===== src/rtl/mcpu_pkg.sv =====
// Shared encodings for the multi-cycle MIPS-subset control path: states, opcodes,
// mux select codes and the packed control word produced per state.
package mcpu_pkg;

    typedef enum logic [3:0] {
        S_FETCH  = 4'd0,
        S_DECODE = 4'd1,
        S_MADDR  = 4'd2,
        S_MREAD  = 4'd3,
        S_WBLD   = 4'd4,
        S_MWRITE = 4'd5,
        S_EXR    = 4'd6,
        S_WBR    = 4'd7,
        S_BEQ    = 4'd8,
        S_JMP    = 4'd9,
        S_EXI    = 4'd10,
        S_WBI    = 4'd11
    } state_e;

    localparam logic [5:0] OP_RTYPE = 6'b000000;
    localparam logic [5:0] OP_ADDI  = 6'b001000;
    localparam logic [5:0] OP_LW    = 6'b100011;
    localparam logic [5:0] OP_SW    = 6'b101011;
    localparam logic [5:0] OP_BEQ   = 6'b000100;
    localparam logic [5:0] OP_J     = 6'b000010;

    localparam logic [1:0] ALU_OP_ADD   = 2'd0;
    localparam logic [1:0] ALU_OP_SUB   = 2'd1;
    localparam logic [1:0] ALU_OP_FUNCT = 2'd2;

    localparam logic [1:0] SRC_B_REG    = 2'd0;
    localparam logic [1:0] SRC_B_FOUR   = 2'd1;
    localparam logic [1:0] SRC_B_IMM    = 2'd2;
    localparam logic [1:0] SRC_B_IMM_SH = 2'd3;

    localparam logic [1:0] PC_SRC_ALU    = 2'd0;
    localparam logic [1:0] PC_SRC_ALUOUT = 2'd1;
    localparam logic [1:0] PC_SRC_JUMP   = 2'd2;

    typedef struct packed {
        logic       pc_write;
        logic       pc_write_cond;
        logic       i_or_d;
        logic       mem_write;
        logic       ir_write;
        logic       reg_dst;
        logic       mem_to_reg;
        logic       reg_write;
        logic       alu_src_a;
        logic [1:0] alu_src_b;
        logic [1:0] alu_op;
        logic [1:0] pc_source;
    } ctrl_t;

    function automatic logic isLegalOp(input logic [5:0] op);
        return (op == OP_RTYPE) || (op == OP_ADDI) || (op == OP_LW) ||
               (op == OP_SW) || (op == OP_BEQ) || (op == OP_J);
    endfunction

endpackage


===== src/rtl/mcycle_ctrl_decode.sv =====
// Pure state -> control word table; enables here are raw and get run-gated by the parent.
module mcycle_ctrl_decode
    import mcpu_pkg::*;
(
    input  state_e state_i,
    output ctrl_t  ctrl_o
);

    // Anything not set for a state stays 0, including unreachable codes.
    always_comb begin
        ctrl_o = '0;
        case (state_i)
            S_FETCH: begin
                ctrl_o.ir_write  = 1'b1;
                ctrl_o.pc_write  = 1'b1;
                ctrl_o.alu_src_b = SRC_B_FOUR;
                ctrl_o.alu_op    = ALU_OP_ADD;
                ctrl_o.pc_source = PC_SRC_ALU;
            end
            S_DECODE: begin
                ctrl_o.alu_src_b = SRC_B_IMM_SH;
                ctrl_o.alu_op    = ALU_OP_ADD;
            end
            S_MADDR, S_EXI: begin
                ctrl_o.alu_src_a = 1'b1;
                ctrl_o.alu_src_b = SRC_B_IMM;
                ctrl_o.alu_op    = ALU_OP_ADD;
            end
            S_MREAD: begin
                ctrl_o.i_or_d = 1'b1;
            end
            S_WBLD: begin
                ctrl_o.mem_to_reg = 1'b1;
                ctrl_o.reg_write  = 1'b1;
            end
            S_MWRITE: begin
                ctrl_o.i_or_d    = 1'b1;
                ctrl_o.mem_write = 1'b1;
            end
            S_EXR: begin
                ctrl_o.alu_src_a = 1'b1;
                ctrl_o.alu_src_b = SRC_B_REG;
                ctrl_o.alu_op    = ALU_OP_FUNCT;
            end
            S_WBR: begin
                ctrl_o.reg_dst   = 1'b1;
                ctrl_o.reg_write = 1'b1;
            end
            S_BEQ: begin
                ctrl_o.alu_src_a     = 1'b1;
                ctrl_o.alu_src_b     = SRC_B_REG;
                ctrl_o.alu_op        = ALU_OP_SUB;
                ctrl_o.pc_source     = PC_SRC_ALUOUT;
                ctrl_o.pc_write_cond = 1'b1;
            end
            S_JMP: begin
                ctrl_o.pc_source = PC_SRC_JUMP;
                ctrl_o.pc_write  = 1'b1;
            end
            S_WBI: begin
                ctrl_o.reg_write = 1'b1;
            end
            default: ;
        endcase
    end

endmodule


===== src/rtl/mcycle_ctrl_fsm.sv =====
// Moore control FSM for the multi-cycle CPU: state register, opcode-driven sequencing,
// and run/reset gating of every write-enable (selects pass through ungated).
module mcycle_ctrl_fsm
    import mcpu_pkg::*;
#(
    parameter int OP_W = 6,
    parameter int ST_W = 4
) (
    input  logic            clk,
    input  logic            rst,
    input  logic            run,
    input  logic [OP_W-1:0] opcode,
    input  logic            zero,
    output logic            pc_en,
    output logic            i_or_d,
    output logic            mem_write,
    output logic            ir_write,
    output logic            reg_dst,
    output logic            mem_to_reg,
    output logic            reg_write,
    output logic            alu_src_a,
    output logic [1:0]      alu_src_b,
    output logic [1:0]      alu_op,
    output logic [1:0]      pc_source,
    output logic [ST_W-1:0] state,
    output logic            illegal
);

    state_e state_q;
    state_e state_d;
    ctrl_t  ctrl;
    logic   enGate;

    mcycle_ctrl_decode u_decode (
        .state_i (state_q),
        .ctrl_o  (ctrl)
    );

    always_ff @(posedge clk) begin
        if (rst) begin
            state_q <= S_FETCH;
        end else begin
            state_q <= state_d;
        end
    end

    // Unreachable codes recover to FETCH even while the debug unit holds run low.
    always_comb begin
        state_d = state_q;
        if (state_q > S_WBI) begin
            state_d = S_FETCH;
        end else if (run) begin
            case (state_q)
                S_FETCH:  state_d = S_DECODE;
                S_DECODE: begin
                    case (opcode)
                        OP_LW, OP_SW: state_d = S_MADDR;
                        OP_RTYPE:     state_d = S_EXR;
                        OP_ADDI:      state_d = S_EXI;
                        OP_BEQ:       state_d = S_BEQ;
                        OP_J:         state_d = S_JMP;
                        default:      state_d = S_FETCH;
                    endcase
                end
                S_MADDR: begin
                    if (opcode == OP_LW) begin
                        state_d = S_MREAD;
                    end else if (opcode == OP_SW) begin
                        state_d = S_MWRITE;
                    end else begin
                        state_d = S_FETCH;
                    end
                end
                S_MREAD:  state_d = S_WBLD;
                S_EXR:    state_d = S_WBR;
                S_EXI:    state_d = S_WBI;
                default:  state_d = S_FETCH;
            endcase
        end
    end

    // Reset also kills enables so an interrupted instruction cannot commit.
    always_comb begin
        enGate     = run & ~rst;
        pc_en      = enGate & (ctrl.pc_write | (ctrl.pc_write_cond & zero));
        ir_write   = enGate & ctrl.ir_write;
        mem_write  = enGate & ctrl.mem_write;
        reg_write  = enGate & ctrl.reg_write;
        illegal    = enGate & (state_q == S_DECODE) & ~isLegalOp(opcode);
        i_or_d     = ctrl.i_or_d;
        reg_dst    = ctrl.reg_dst;
        mem_to_reg = ctrl.mem_to_reg;
        alu_src_a  = ctrl.alu_src_a;
        alu_src_b  = ctrl.alu_src_b;
        alu_op     = ctrl.alu_op;
        pc_source  = ctrl.pc_source;
        state      = ST_W'(state_q);
    end

endmodule


===== config.mk =====
export PLATFORM = sky130hd
export DESIGN_NAME = mcycle_ctrl_fsm
export DESIGN_NICKNAME = d
export VERILOG_FILES = /design/src/rtl/mcpu_pkg.sv /design/src/rtl/mcycle_ctrl_decode.sv /design/src/rtl/mcycle_ctrl_fsm.sv
export SDC_FILE = /design/constraint.sdc
export NUM_CORES = 1
export LEC_CHECK = 0
export CELL_PAD_IN_SITES_DETAIL_PLACEMENT = 0
export CELL_PAD_IN_SITES_GLOBAL_PLACEMENT = 1
export CORE_ASPECT_RATIO = 1.25
export CORE_MARGIN = 2
export CORE_UTILIZATION = 22
export CTS_BUF_LIST = sky130_fd_sc_hd__clkbuf_16
export DETAILED_ROUTE_END_ITERATION = 10
export GPL_ROUTABILITY_DRIVEN = 0
export PLACE_DENSITY_LB_ADDON = 0.1
export SLEW_MARGIN = 20
export SYNTH_ARGS = -nofsm -noshare
export SYNTH_HDL_FRONTEND = slang
export SYNTH_SLANG_ARGS = --single-unit

===== constraint.sdc =====
create_clock -name clk -period 1.6 [get_ports clk]
set_clock_uncertainty 0.05 [all_clocks]
set_input_delay 0.24 -clock clk [delete_from_list [all_inputs] [get_ports clk]]
set_output_delay 0.24 -clock clk [all_outputs]
set_load 0.01 [all_outputs]

# [Word-level counts from Yosys, hierarchy flattened]
# Cells that the tools add are included.
[word_totals] ff_bits=4 input_bits=10 out_inout_bits=19
[classes] n_lt_le_gt_ge=1 eq_ne=16 muxes=15 bitwise_logic=11 reduce_logical=14
[op_table] operator="$pmux 4 s5" count=2
[op_table] operator="$pmux 4 s6" count=1
[op_table] operator="$eq 4x3->1 const B" count=4
[op_table] operator="$eq 4x4->1 const B" count=4
[op_table] operator="$eq 6x6->1 const B" count=2
[op_table] operator="$reduce_or 2->1" count=5
[op_table] operator="$mux 1" count=9
[op_table] operator="$and 1x1->1" count=8
[op_table] operator="$eq 4x2->1 const B" count=2
[op_table] operator="$eq 6x2->1 const B" count=1
[op_table] operator="$eq 6x3->1 const B" count=1
[op_table] operator="$eq 6x4->1 const B" count=1
[op_table] operator="$logic_not 6->1" count=1
[op_table] operator="$mux 3" count=2
[op_table] operator="$logic_or 1x1->1" count=5
[op_table] operator="$eq 4x1->1 const B" count=1
[op_table] operator="$gt 4x4->1 const B" count=1
[op_table] operator="$logic_not 4->1" count=1
[op_table] operator="$pmux 2 s2" count=1
[op_table] operator="$reduce_or 4->1" count=1
[op_table] operator="$reduce_or 3->1" count=1
[op_table] operator="$not 1->1" count=2
[op_table] operator="$or 1x1->1" count=1

# [Depth between registers and ports, before layout]
[depth] word_depth=8 ltp_mapped=5 mapped_depth_nobuf=4

# [By module]
# From an unflattened synthesis, not the netlist that was laid out.
[hier_totals] cells_unflattened=87 area_unflattened_um2=630.6
[by_module_without_submodules] module="mcycle_ctrl_fsm" instances=1 cells_each=57 area_each_um2=444.2 seq_area_each_um2=80.1
[by_module_without_submodules] module="mcycle_ctrl_decode" instances=1 cells_each=30 area_each_um2=186.4 seq_area_each_um2=0.0

# [Least setup slack after synthesis]
# No wires, ideal clock.
[synth_timing] path_type="reg-to-output" start="register state_q[0] (netlist: state[0])" end="output port reg_write" arrival_time_ps=1403 required_ps=1310 slack_ps=-93 path_stages_with_launch=5 n_path_buf=1 path_cell_list="dfxtp_1 -> clkbuf_1 -> inv_1 -> or3_1 -> a21oi_1"
[synth_via] elab_chain_len=4 word_cells_on_any_way=6
[synth_lines] element="start, declared" line="mcycle_ctrl_fsm.sv:29" rtl="state_e state_q;"
[synth_lines] element="start signal, assigned" line="mcycle_ctrl_fsm.sv:43" rtl="state_q <= state_d;"
[synth_lines] element="$eq 4x3->1 or $eq 4x4->1 (tied branches)" line="mcycle_ctrl_decode.sv:12" rtl="case (state_i)"
[synth_lines] element="$reduce_or 3->1 (no line) (*)"
[synth_lines] element="$mux 1 (*)" line="mcycle_ctrl_decode.sv:12"
[synth_lines] element="$and 1x1->1 (*)" line="mcycle_ctrl_fsm.sv:88" rtl="reg_write = enGate & ctrl.reg_write;"
[synth_lines] element="end, declared" line="mcycle_ctrl_fsm.sv:20" rtl="output logic reg_write,"
# Every way passes the cells marked *; elsewhere a longest branch is shown, timed or not.

# [Final worst setup path]
[layout_timing] start="register state_q[1] (netlist: state[1])" end="output port illegal"
[layout_via] elab_chain_len=3
[layout_lines] element="$eq 4x1->1" line="mcycle_ctrl_fsm.sv:89" rtl="illegal = enGate & (state_q == S_DECODE) & ~isLegalOp(opcode);"
[layout_lines] element="$and 1x1->1 (2 in a row)" line="mcycle_ctrl_fsm.sv:89"
[layout_lines] element="end, declared" line="mcycle_ctrl_fsm.sv:26" rtl="output logic illegal"
# Every way passes these cells.

==> out/qor.yml <==
maxCapViolCount: 0
arrival_ns: 1.36
cts_tree: "yes"
setup_viol: 1
die_y_um: 59.29
dr_total_vias: 870
post_drt_wl_per_cell_um: 13.24
synth.distinct_cells: 30
slowest_stage: "or3_4"
status: "finished, violations left"
cts-htree-levels: 1
die-area_um2: 2860
synth_cells: 83
setup_slack_ns: -0.05370
grt_overflow: 0
reg2reg_depth: 6
final-max-slew-violation-count: 0
max_stage_delay_ns: 0.35
cts-root-buf: "clkbuf_16"
timing.rr.end: "state[2]"
hold_viol: 0
synth_warnings: 0
cp-start-kind: "flip-flop"
crit_fanout: 3
vias_per_cell: 4.860
nets: 158
largest_reg_flops: 4
grtUsageTotal_pct: 18.12
ys_ff_latch: 4
rows: 20
cts_buffers: 3
yosysMostFrequentCell: "nor2_1"
synth_area_leaders: "dfxtp_1 15%, nor3_1 9.3%, nor2_1 7.7%"
cts.hold.buffers_added: 0
fin_crit_sh_pct: 103.4
drtAntennaViolNets: 0
ys_seq_area_share_pct: 14.88
antenna_found_initial: 0
grt_max_degree: 10
syn_area_um2: 538.0
max_freq_ghz: 0.6047
clk_pin_slew_ns: 0.03
cp_data_required_time_ns: 1.31
r2r-start: "state[0]"
post-route-drc-count: 0
io_pins: 29
hold_depth: 3
cp_cell_sequence: "buf_6, or3_4, nor3_2, buf_2"
port_buffers: 28
hold_path_startpoint: "opcode[4]"
grt_pass1_vias: 812
start_util_pct: 22.63
grt_pass1_wl_um: 3650
leakagePower_nw: 0.5543
synth-edff-count: 0
fin_hold_ws_ns: 0.3233
worst_slew_pin_slew_ns: 0.3271
clock_latency_ns: 0.23
reg2reg_slack_ns: 0.12
fin_crit_ns: 1.654
synth.top_cells.by_count: "11 x nor2_1, 10 x nor3_1, 6 x a21oi_1, 6 x nand2b_1, 5 x clkbuf_1"
clock_sinks: 4
syn2layout_area_growth_pct: 138.1
synth-main-ff-cell: "dfxtp_1"
rsz0062_at_grt: "yes"
drive_above_1_share_pct: 57.53
crit_type: "flip-flop to output port"
ys_async_sr_fraction_pct: 0
drt-initial-drc-count: 31
violations: "setup timing"
diodes: 0
holdPathEnd: "state[3]"
core_area_um2: 2377
slew_headroom_pct: 78.15
wl_um: 2370
pre_cts_slack_ns: -0.6611
ir_drop_v: 0.0003494
power_density_nw_per_um2: 522.6
syn-num-nets: 93
dp_hpwl_um: 1732
cts_buffer_depth: 2
syn_area_per_cell_um2: 6.482
yosysTopAreaCellShare_pct: 14.88
first_pass_iters: 5
min_path_type: "primary input to flip-flop"
die_width_um: 48.23
end_kind: "output port"
synth_top_area_cell: "dfxtp_1"
stage by stage:
step           cells  power [mW]  setup TNS [ns]  util (%)  area [µm²]
6_report         179      0.6696        -0.05370     53.89        1281
5_1_grt          179      0.6975         -0.1812     53.89        1281
4_1_cts          178      0.6604        -0.09520     51.95        1235
3_5_place_dp     170      0.2571          -5.353     45.47        1081
3_3_place_gp     170      0.2562          -5.192     45.47        1081
2_1_floorplan     83      0.1604               0         -       540.5
layout make-up:
cell class,count,area (µm²)
timing repair buffer,67,506.7
multi-input combinational,70,563.0
clock buffer,3,75.07
fill,257,1096
tap,33,41.29
inverter,2,7.507
sequential,4,87.58
cell usage in the layout, fill, tap and decap left out, types with 2 or more instances in the layout:
cell              n
mux2i_1           2
nand4b_1          2
dfxtp_2           3
dlygate4sd2_1     6
nand3_1           2
nor2_1           11
or3_4             2
a2111oi_2         2
a21oi_1           4
buf_4            35
xnor2_1           2
nor3_1            7
a21oi_2           2
o21ai_0           2
clkbuf_2          2
nand2_1           4
clkbuf_16         3
nor3b_1           2
buf_2            13
clkdlybuf4s15_1   3
buf_6             4
nor3_2            2
o21ai_1           2
clkdlybuf4s50_1   3
nand2b_4          5
per-layer routing:
metal	vias to the layer above	part of all wire [%]	GRT usage, %
met5	-	0	0
met4	0	0.97	3.475
met3	2	3.9	3.659
met2	31	57	34.40
met1	400	38	19.41
li1	437	-	-
where the power goes:
group,leakage (nW),switching (mW),total (mW),internal [mW]
sequential,0.0346,0.00168,0.103,0.102
combinational,0.483,0.0814,0.172,0.0902
clock,0.0370,0.0750,0.395,0.320
worst max path at each step:
stage                     endpoint      start  slack [ns]  cells after the start
after global routing       illegal   state[1]       -0.09                      4
after floorplan           state[0]  opcode[3]        0.02                      3
after CTS                 ir_write   state[1]       -0.07                      4
after global placement     illegal  opcode[1]       -0.60                      6
final                      illegal   state[1]       -0.05                      4
after detailed placement  state[2]  opcode[5]       -0.66                      5
cell families (layout without fill, tap and decap cells):
logic type | count (synthesis) | count (layout) | share of synthesized area (%)
XOR/XNOR | 2 | 2 | 3.256
flip-flops | 4 | 4 | 14.88
AND/OR/NAND/NOR | 46 | 46 | 47.21
buffers and inverters | 9 | 72 | 6.279
AO/OA/AOI/OAI | 20 | 20 | 24.65
multiplexers | 2 | 2 | 3.721
worst max-delay path: cells and delay by family (launching register included):
family / cells / cell delay, ns
simple gates: 2 / 0.53
flops: 1 / 0.33
buf+inv: 2 / 0.27
what timing repair did:
action,CTS,global route
pin swaps,10,9
cloned,0,0
gates resized for setup,88,19
endpoints found under the setup margin,20,17
setup buffers,5,1
No activity file was read; power rests on OpenSTA's default activity.
==> RTL edit (config.mk and constraints unchanged) <==
Reset style: asynchronous (`rst`), changed in one clocked block.
--- a/src/rtl/mcycle_ctrl_fsm.sv
+++ b/src/rtl/mcycle_ctrl_fsm.sv
@@ -36,7 +36,7 @@
         .ctrl_o  (ctrl)
     );
 
-    always_ff @(posedge clk) begin
+    always_ff @(posedge clk or posedge rst) begin
         if (rst) begin
             state_q <= S_FETCH;
         end else begin
Function: differs if rst is asserted again (counterexample within 4 cycles, from zero or initial values and one cycle with rst high); with rst held inactive, the same outputs for 10 cycles.
==> RTL edit against the unedited design <==
- the flow still finishes with violations (setup timing)
- sequential cell count is the same
- wire length shrank 11%
- via count shrank 1.8%
- non-clock buffer count grew 3
- die area shrank 3.7%
- synthesized area shrank 4.0%
- fmax shrank 4.2%
- final area shrank 0.49%
- setup slack lost 0.072 ns
- register-to-register slack lost 0.15 ns
- largest cell class is now non-clock buffers
Power is not compared: it rests on default switching activity, and its combinational part moved more than twofold at a synthesized area within 25%.
==> RTL edit: results (changes against the unedited design) <==
[power]
power_switching_uw=243
peakVddDrop_mv=0.489

[drt]
wl_met2_um=1150  ; -15%
drt_pass1_iterations=5  ; unchanged
drt-wirelength-per-cell_um=11.9  ; -10%
wirelength_um=2120  ; -11%
first_iter_violations=12  ; -61%
avgViaCountPerCell=4.80  ; -1.3%
wl_met1_um=824  ; -8.0%
wl_met3_um=89  ; -4.3%

[worst_setup_path]
path_delay_family=flip-flops
cp_max_fo=5  ; +2
arrival_ns=1.44  ; +0.08 ns
cpMaxStageDelayCell=dfrtp_2
max_stage_delay_ns=0.43  ; +0.08 ns

[global_route]
use_met2=0.319  ; -0.0255
grt.total_usage=0.172  ; -0.00965
grt_pass1_wl_um=3510  ; -3.8%
use_met3=0.00935  ; -0.0272
grt_antenna_before_repair=0  ; unchanged
met1_usage=0.200  ; +0.00591
grt_pass1_vias=822  ; +1.2%

[outcome]
status=finished, violations left
violations=setup timing

[placement]
hpwl_um=1520  ; -12%
dp_slack_ns=-0.505  ; +0.156 ns
dp_cells=162  ; -4.7%

[synthesis]
synth_top_area_cell=dfrtp_1
ys_top_cells_by_count=13 x nor2_1, 9 x nand2_1, 5 x nand3_1
synthArstFlopShare=1.00  ; +1.00
muxShareOfSynthArea=0  ; -0.0372
synth_fa_ha_area_frac=0.0194  ; +0.0194
synth_compound_area_frac=0.191  ; -0.0552
seq_area_frac_synth=0.194  ; +0.0449
syn_nets=88  ; -5.4%
synth_xor_area_frac=0.0339  ; +0.00134
ys_top_cells_by_area=dfrtp_1 19%, nor2_1 9.4%, nand2_1 6.5%

[hold_path]
holdCritPathClass=in -> async

[sta]
fin_setup_tns_ns=-0.844  ; -0.791 ns
fin_ws_ns=-0.126  ; -0.0718 ns
setup_viol=11  ; +10
relSlewSlack=0.833  ; +0.0515

[layout]
n_fill_cell=221  ; -14%
drive_above_1_share=0.578  ; +0.00289

[flow_run]
max_cap_violations=0  ; unchanged

[cts]
clkSlewWorstSetupHoldPaths_ns=0.03  ; about the same

RTL edit: changes by cell type after synthesis, sizes merged, moves of 3 or more:
cell / unedited run / this run
nor2b: 0 / 4
clkbuf: 5 / 2
nand3: 2 / 5
dfxtp: 4 / 0
nand2: 4 / 9
nor3: 10 / 3
nand2b: 6 / 3
dfrtp: 0 / 4
RTL edit: worst min-delay path, stage by stage:
cell and delay, ns:
dlygate4sd2_1 0.26, inv_1 0.08, buf_4 0.13
RTL edit: stage by stage:
step | area (um^2) | utilization
after global placement | 1040 | 0.471
after global routing | 1270 | 0.577
after CTS | 1190 | 0.540
final | 1270 | 0.577
after detailed placement | 1040 | 0.471
after floorplan | 522 | -
RTL edit: cell type report:
class,instances,area share
Timing Repair Buffer,70,0.432
Multi-Input combinational cell,68,0.391
Sequential cell,4,0.0824
Clock buffer,3,0.0589
Tap cell,31,0.0304
Inverter,2,0.00589
RTL edit: repair_timing:
action                     in CTS  in global routing
setup buffers                   9                  5
setup endpoints to repair      20                 16
pin swaps                       6                 10
resized for setup              86                 14
RTL edit: path summary, 6_finish.rpt:
path | cells after the start | end | from | slack (ns)
max in group asynchronous | 3 | state[3] | rst | 1.27
min in group clk | 2 | state[3] | state[2] | 0.51
hold reg to reg | 2 | state[3] | state[2] | 0.51
setup reg to reg | 5 | state[0] | state[0] | -0.03
setup / recovery | 5 | illegal | state[1] | -0.13
hold / removal | 3 | state[0] | rst | 0.12
RTL edit: power by group through the flow:
stage / registers (uW) / clock network, uW / logic (uW)
finish: 121 / 390 / 377
global route: 122 / 404 / 407
CTS: 120 / 395 / 336
detailed placement: 126 / 0 / 295
global placement: 127 / 0 / 294
floorplan: 126 / 0 / 110
